===== src/rtl/program_loader_if.sv =====
// ============================================================================
// program_loader_if : byte-stream and program-memory write bundle
// Revision 1.0
// ============================================================================
`default_nettype none

interface program_loader_if #(
  parameter int ADD_WIDTH = 7
);
  logic                 load_start;
  logic [7:0]           byte_in;
  logic                 byte_valid;
  logic                 byte_ready;
  logic                 pm_wr_en;
  logic [ADD_WIDTH-1:0] pm_addr;
  logic [7:0]           pm_wdata;
  logic                 cpu_rst;
  logic                 load_done;
  logic                 load_err;

  modport master (
    output load_start, byte_in, byte_valid,
    input  byte_ready, pm_wr_en, pm_addr, pm_wdata, cpu_rst, load_done, load_err
  );

  modport slave (
    input  load_start, byte_in, byte_valid,
    output byte_ready, pm_wr_en, pm_addr, pm_wdata, cpu_rst, load_done, load_err
  );
endinterface

`default_nettype wire


===== src/rtl/program_loader.sv =====
// ============================================================================
// program_loader : length-prefixed byte-stream loader for CPU program memory
// Optional XOR checksum stage enabled by defining LOADER_CHECKSUM_EN.
// Revision 1.0
// ============================================================================
`default_nettype none

module program_loader #(
  parameter int ADD_WIDTH = 7
) (
  input  wire logic        clk,
  input  wire logic        rst,
  program_loader_if.slave  bus
);

  localparam int MAX_INSTR = (1 << ADD_WIDTH) / 4;
  localparam int CNT_W     = ADD_WIDTH + 1;

  typedef enum logic [2:0] {
    S_IDLE  = 3'd0,
    S_LEN   = 3'd1,
    S_LOAD  = 3'd2,
    S_CHK   = 3'd3,
    S_DRAIN = 3'd4,
    S_RUN   = 3'd5,
    S_ERROR = 3'd6
  } state_t;

  state_t               state;
  logic                 byte_ready;
  logic                 pm_wr_en;
  logic [ADD_WIDTH-1:0] pm_addr;
  logic [7:0]           pm_wdata;
  logic                 cpu_rst;
  logic                 load_done;
  logic                 load_err;
  logic [ADD_WIDTH-1:0] addr;
  logic [CNT_W-1:0]     remaining;
`ifdef LOADER_CHECKSUM_EN
  logic [7:0]           csum;
`endif

  logic accept;
  logic len_bad;
  logic run_hold;

  assign accept   = bus.byte_valid && byte_ready;
  assign len_bad  = (bus.byte_in == 8'd0) || (32'(bus.byte_in) > 32'(MAX_INSTR));
  assign run_hold = (state == S_RUN) && !bus.load_start;

  always_ff @(posedge clk) begin
    if (rst) begin
      state      <= S_IDLE;
      byte_ready <= 1'b0;
      pm_wr_en   <= 1'b0;
      pm_addr    <= '0;
      pm_wdata   <= '0;
      cpu_rst    <= 1'b1;
      load_done  <= 1'b0;
      load_err   <= 1'b0;
      addr       <= '0;
      remaining  <= '0;
`ifdef LOADER_CHECKSUM_EN
      csum       <= '0;
`endif
    end else begin
      pm_wr_en  <= 1'b0;
      // Release lags entry into RUN by one edge so the final write commits first.
      cpu_rst   <= !run_hold;
      load_done <= run_hold;

      case (state)
        S_IDLE, S_RUN, S_ERROR: begin
          if (bus.load_start) begin
            state      <= S_LEN;
            byte_ready <= 1'b1;
            load_err   <= 1'b0;
            addr       <= '0;
`ifdef LOADER_CHECKSUM_EN
            csum       <= '0;
`endif
          end
        end

        S_LEN: begin
          if (accept) begin
            if (len_bad) begin
              state      <= S_ERROR;
              byte_ready <= 1'b0;
              load_err   <= 1'b1;
            end else begin
              state     <= S_LOAD;
              remaining <= CNT_W'({bus.byte_in, 2'b00});
`ifdef LOADER_CHECKSUM_EN
              csum      <= bus.byte_in;
`endif
            end
          end
        end

        S_LOAD: begin
          if (accept) begin
            pm_wr_en  <= 1'b1;
            pm_addr   <= addr;
            pm_wdata  <= bus.byte_in;
            addr      <= addr + ADD_WIDTH'(1);
            remaining <= remaining - CNT_W'(1);
`ifdef LOADER_CHECKSUM_EN
            csum      <= csum ^ bus.byte_in;
            if (remaining == CNT_W'(1)) begin
              state <= S_CHK;
            end
`else
            if (remaining == CNT_W'(1)) begin
              state      <= S_DRAIN;
              byte_ready <= 1'b0;
            end
`endif
          end
        end

`ifdef LOADER_CHECKSUM_EN
        S_CHK: begin
          if (accept) begin
            byte_ready <= 1'b0;
            if (bus.byte_in == csum) begin
              state <= S_DRAIN;
            end else begin
              state    <= S_ERROR;
              load_err <= 1'b1;
            end
          end
        end
`endif

        S_DRAIN: begin
          state <= S_RUN;
        end

        default: begin
          state      <= S_IDLE;
          byte_ready <= 1'b0;
        end
      endcase
    end
  end

  assign bus.byte_ready = byte_ready;
  assign bus.pm_wr_en   = pm_wr_en;
  assign bus.pm_addr    = pm_addr;
  assign bus.pm_wdata   = pm_wdata;
  assign bus.cpu_rst    = cpu_rst;
  assign bus.load_done  = load_done;
  assign bus.load_err   = load_err;

endmodule

`default_nettype wire


===== src/flat_wrapper.sv =====
// flat-port wrapper written by rule: the top's interface ports become plain ports
module program_loader_flat 
#(
  parameter int ADD_WIDTH = 7
)
  (clk, rst, bus_load_start, bus_byte_in, bus_byte_valid, bus_byte_ready, bus_pm_wr_en, bus_pm_addr, bus_pm_wdata, bus_cpu_rst, bus_load_done, bus_load_err);
  program_loader_if #(.ADD_WIDTH(ADD_WIDTH)) bus_i ();
  input  wire logic clk;
  input  wire logic rst;
  input wire logic [$bits(bus_i.load_start)-1:0] bus_load_start;
  input wire logic [$bits(bus_i.byte_in)-1:0] bus_byte_in;
  input wire logic [$bits(bus_i.byte_valid)-1:0] bus_byte_valid;
  output wire logic [$bits(bus_i.byte_ready)-1:0] bus_byte_ready;
  output wire logic [$bits(bus_i.pm_wr_en)-1:0] bus_pm_wr_en;
  output wire logic [$bits(bus_i.pm_addr)-1:0] bus_pm_addr;
  output wire logic [$bits(bus_i.pm_wdata)-1:0] bus_pm_wdata;
  output wire logic [$bits(bus_i.cpu_rst)-1:0] bus_cpu_rst;
  output wire logic [$bits(bus_i.load_done)-1:0] bus_load_done;
  output wire logic [$bits(bus_i.load_err)-1:0] bus_load_err;
  assign bus_i.load_start = bus_load_start;
  assign bus_i.byte_in = bus_byte_in;
  assign bus_i.byte_valid = bus_byte_valid;
  assign bus_byte_ready = bus_i.byte_ready;
  assign bus_pm_wr_en = bus_i.pm_wr_en;
  assign bus_pm_addr = bus_i.pm_addr;
  assign bus_pm_wdata = bus_i.pm_wdata;
  assign bus_cpu_rst = bus_i.cpu_rst;
  assign bus_load_done = bus_i.load_done;
  assign bus_load_err = bus_i.load_err;
  program_loader #(.ADD_WIDTH(ADD_WIDTH)) u_core (.clk(clk), .rst(rst), .bus(bus_i));
endmodule

===== config.mk =====
export PLATFORM = sky130hd
export DESIGN_NAME = program_loader_flat
export DESIGN_NICKNAME = d
export VERILOG_FILES = /design/src/rtl/program_loader_if.sv /design/src/rtl/program_loader.sv /design/src/flat_wrapper.sv
export SDC_FILE = /design/constraint.sdc
export NUM_CORES = 1
export LEC_CHECK = 0
export ABC_AREA = 1
export BUFFER_PORTS_ARGS = -buffer_cell sky130_fd_sc_hd__clkbuf_2
export CORE_MARGIN = 2
export CORE_UTILIZATION = 35
export CTS_BUF_LIST = sky130_fd_sc_hd__clkbuf_8 sky130_fd_sc_hd__clkbuf_16
export DETAILED_ROUTE_END_ITERATION = 8
export PLACE_DENSITY = 0.62
export REMOVE_ABC_BUFFERS = 1
export SETUP_SLACK_MARGIN = 0.02
export SYNTH_ARGS = -nofsm -noshare
export SYNTH_HDL_FRONTEND = slang
export SYNTH_SLANG_ARGS = --single-unit

===== constraint.sdc =====
create_clock -name clk -period 3.6 [get_ports clk]
set_input_delay 0 -clock clk [delete_from_list [all_inputs] [get_ports clk]]
set_output_delay 0 -clock clk [all_outputs]
set_load 0.01 [all_outputs]

==> qor_table.md <==
| Item | Value | Unit |
|---|---|---|
| Run status | finished clean | - |
| Area Growth Syn to Fin | 19.06 | % |
| Final critical delay including setup and external delays | 2.034 | ns |
| Mean number of vias per cell | 4.561 | - |
| Post-CTS Setup Repair Bufs | 0 | - |
| GPL Wtd Cong | 0.8781 | - |
| Number of sinks handled by clock tree synthesis | 38 | - |
| Worst Setup End Kind | flip-flop | - |
| Worst VDD drop | 0.2776 | mV |
| Average wire per cell in the routed design | 11.02 | um |
| Met2 track demand over resource in global routing | 25.90 | % |
| Detailed Route Iter0 Violations | 69 | - |
| Max_cap viols | 0 | - |
| Clock tree from TritonCTS | yes | - |
| Chip width | 78.51 | um |
| Tightest Pin Transition | 0.7488 | ns |
| Final-report setup violation count | 0 | - |
| RSZ-0062 raised after global routing | no | - |
| Warning count from the yosys run | 0 | - |
| Longest Clk Path Bufs | 2 | - |
| Synthesized instance count | 289 | - |
| Vias in the first global route | 1756 | - |
| Flops & latches, synth | 38 | - |
| Most used routing layer in global routing | met2 | - |
| Share of final-layout standard cells stronger than drive strength 1 | 17.90 | % |
| Top library cells by usage in the layout, fill and taps aside | 49 x sky130_fd_sc_hd__nand2_1, 46 x sky130_fd_sc_hd__nor2_1, 40 x sky130_fd_sc_hd__inv_1 | - |
| Die area | 6164 | um^2 |
| I/O pin count | 32 | - |
| Distinct cells, synth | 30 | - |
| Number of nets at the end of the flow | 339 | - |
| Routed WL | 4362 | um |
| Final-report hold violation count | 0 | - |
| Non-filler instance count after layout | 396 | - |
| Most used DFF post-synth | sky130_fd_sc_hd__dfxtp_1 | - |
| Remaining antenna violation count | 0 | - |
| Final antenna diode count | 0 | - |
| Syn avg cell area | 6.724 | um^2 |
| Power density of the placed cells | 591.1 | nW/um^2 |
| Arrival @ worst endpoint | 2.24 | ns |
| Min-delay worst type | input pin to flip-flop | - |
| Total number of vias | 1806 | - |
| Type of origin of the critical path | flip-flop | - |
| Clock tree skew after final layout | 0.007530 | ns |
| FMAX | 491.6 | MHz |
| Core ar. | 5439 | um^2 |
| # H-tree levels | 2 | - |
| PortBufs | 31 | - |
| Final max-slew violation count | 0 | - |
| Max FO, Critical Path | 29 | - |
| CTS buffer count | 5 | - |
| Overflow after GRT | 0 | - |
| Met3 track utilization from global routing | 4.023 | % |
| Classification of the worst setup path | flip-flop to flip-flop | - |
| Clock transition at path regs | 0.07 | ns |
| Netlist Area Pre-Place | 1943 | um^2 |
| Fraction of the cycle the final worst path needs | 56.50 | % |
| Minimum setup slack after placement | 1.558 | ns |
| Initial Utilization | 35.73 | % |
| Antenna violations before repair | 0 | - |
| Count of TritonRoute iterations in the first routing pass | 5 | - |
| Die height | 78.51 | um |
| Number of placement rows | 27 | - |
| Sequential element share of the synthesized area | 39.15 | % |
| DP Wirelength | 3180 | um |
| Largest net degree at the start of global routing | 30 | - |
| Total Negative Setup Slacks | 0 | ns |
| Commonest non-fill, non-tap cell in the layout | sky130_fd_sc_hd__nand2_1 | - |
| # DRC | 0 | - |
| Number of enable flip-flop cells after synthesis | 0 | - |
| Cell at the root of the clock tree | sky130_fd_sc_hd__clkbuf_8 | - |
| Placed cell count | 383 | - |
| Global-route wire length before repair | 7576 | um |
| Tot GR Track Use | 15.39 | % |
| Async SR Flop Fraction | 0 | % |
| Cells resized by post-CTS repair | 0 | - |
| Clock latency on the worst-skew pair | 0.29 | ns |
| Worst Path Required | 3.81 | ns |
| Leakage power | 0.001084 | uW |
| Worst slew slack as a fraction of its limit | 50.02 | % |
| Worst setup slack after layout | 1.566 | ns |
| Global-route met1 utilization | 18.84 | % |
## registers in the layout, indices dropped and copies added, names as in the netlist
| signal | cells |
|---|---|
| u_core.remaining | 8 |
| u_core.bus.load_done | 1 |
| u_core.bus.load_err | 1 |
| u_core.state | 3 |
| u_core.bus.pm_wdata | 8 |
| u_core.bus.pm_addr | 7 |
| u_core.bus.byte_ready | 1 |
| u_core.bus.cpu_rst | 1 |
| u_core.bus.pm_wr_en | 1 |
| u_core.addr | 7 |
## repair_timing
action / in CTS / in global routing
hold buffers: 6 / 0
setup endpoints to repair: 0 / 0
endpoints found under the hold margin: 7 / 0
## Yosys cell counts, drive strengths merged (2+ instances only)
master | instances | area (um^2)
nand3 | 22 | 115.1
nand4 | 6 | 43.79
dfxtp | 38 | 760.7
xor2 | 2 | 17.52
clkbuf | 3 | 11.26
o21ai | 27 | 135.1
a21oi | 24 | 123.9
buf | 6 | 36.28
nand2 | 58 | 245.2
ha | 3 | 37.54
inv | 44 | 167.7
nor3 | 2 | 15.01
nor2 | 49 | 196.4
## where the power goes
group	internal (uW)	total (uW)	switching [uW]
combinational	163	485	323
sequential	468	509	41.1
clock	222	373	151
total	853	1370	515
## final timing paths
| kind | slack [ns] | from | to | cells past startpoint |
|---|---|---|---|---|
| worst max register to register | 1.57 | u_core.state[0] | u_core.bus.pm_wdata[4] | 7 |
| worst max-delay path | 1.57 | u_core.state[0] | u_core.bus.pm_wdata[4] | 7 |
| worst min register to register | 0.49 | u_core.remaining[1] | u_core.remaining[1] | 2 |
| worst min-delay path | 0.02 | rst | u_core.state[2] | 2 |
## stage by stage
stage	hold WS [ns]	total power (uW)	area, um^2	utilization, %
floorplan	0.06907	887.5	1896	-
detailed placement	0.2204	1002	2141	39.36
global route	0.02741	1486	2313	42.54
global placement	0.2187	997.6	2141	39.36
CTS	0.01401	1382	2313	42.54
finish	0.02046	1367	2313	42.54
## layout make-up
| class | count | area (um^2) |
|---|---|---|
| timing repair buffer | 37 | 215.2 |
| multi-input combinational | 198 | 967.2 |
| sequential | 38 | 760.7 |
| tap | 72 | 90.09 |
| inverter | 44 | 167.7 |
| fill | 582 | 3126 |
| clock buffer | 6 | 82.58 |
| clock inverter | 1 | 30.03 |
## metal layers
metal | vias to the layer above | wire [um]
li1 | 981 | -
met1 | 781 | 2151
met2 | 34 | 1926
met3 | 10 | 187
met4 | 0 | 97
met5 | - | 0
## worst max-delay path, stage by stage, from the launching register on
cell and delay [ns]:
sky130_fd_sc_hd__dfxtp_1 0.34, sky130_fd_sc_hd__inv_1 0.07, sky130_fd_sc_hd__nand2_2 0.06, sky130_fd_sc_hd__nor2_4 0.32
sky130_fd_sc_hd__nand2_2 0.25, sky130_fd_sc_hd__inv_1 0.60, sky130_fd_sc_hd__o21ai_0 0.16, sky130_fd_sc_hd__a21oi_1 0.15
## logic make-up (layout without fill, tap and decap cells)
kind of cell | Yosys count | in the layout | share of synthesized area, %
AND/OR/NAND/NOR | 139 | 139 | 32.39
AO/OA/AOI/OAI | 53 | 53 | 14.04
buffers and inverters | 53 | 88 | 11.08
flip-flops | 38 | 38 | 39.15
adder cells (fa/ha/maj) | 3 | 3 | 1.932
XOR/XNOR | 2 | 2 | 0.9016
multiplexers | 1 | 1 | 0.5152
(Power assumes the default switching activity.)
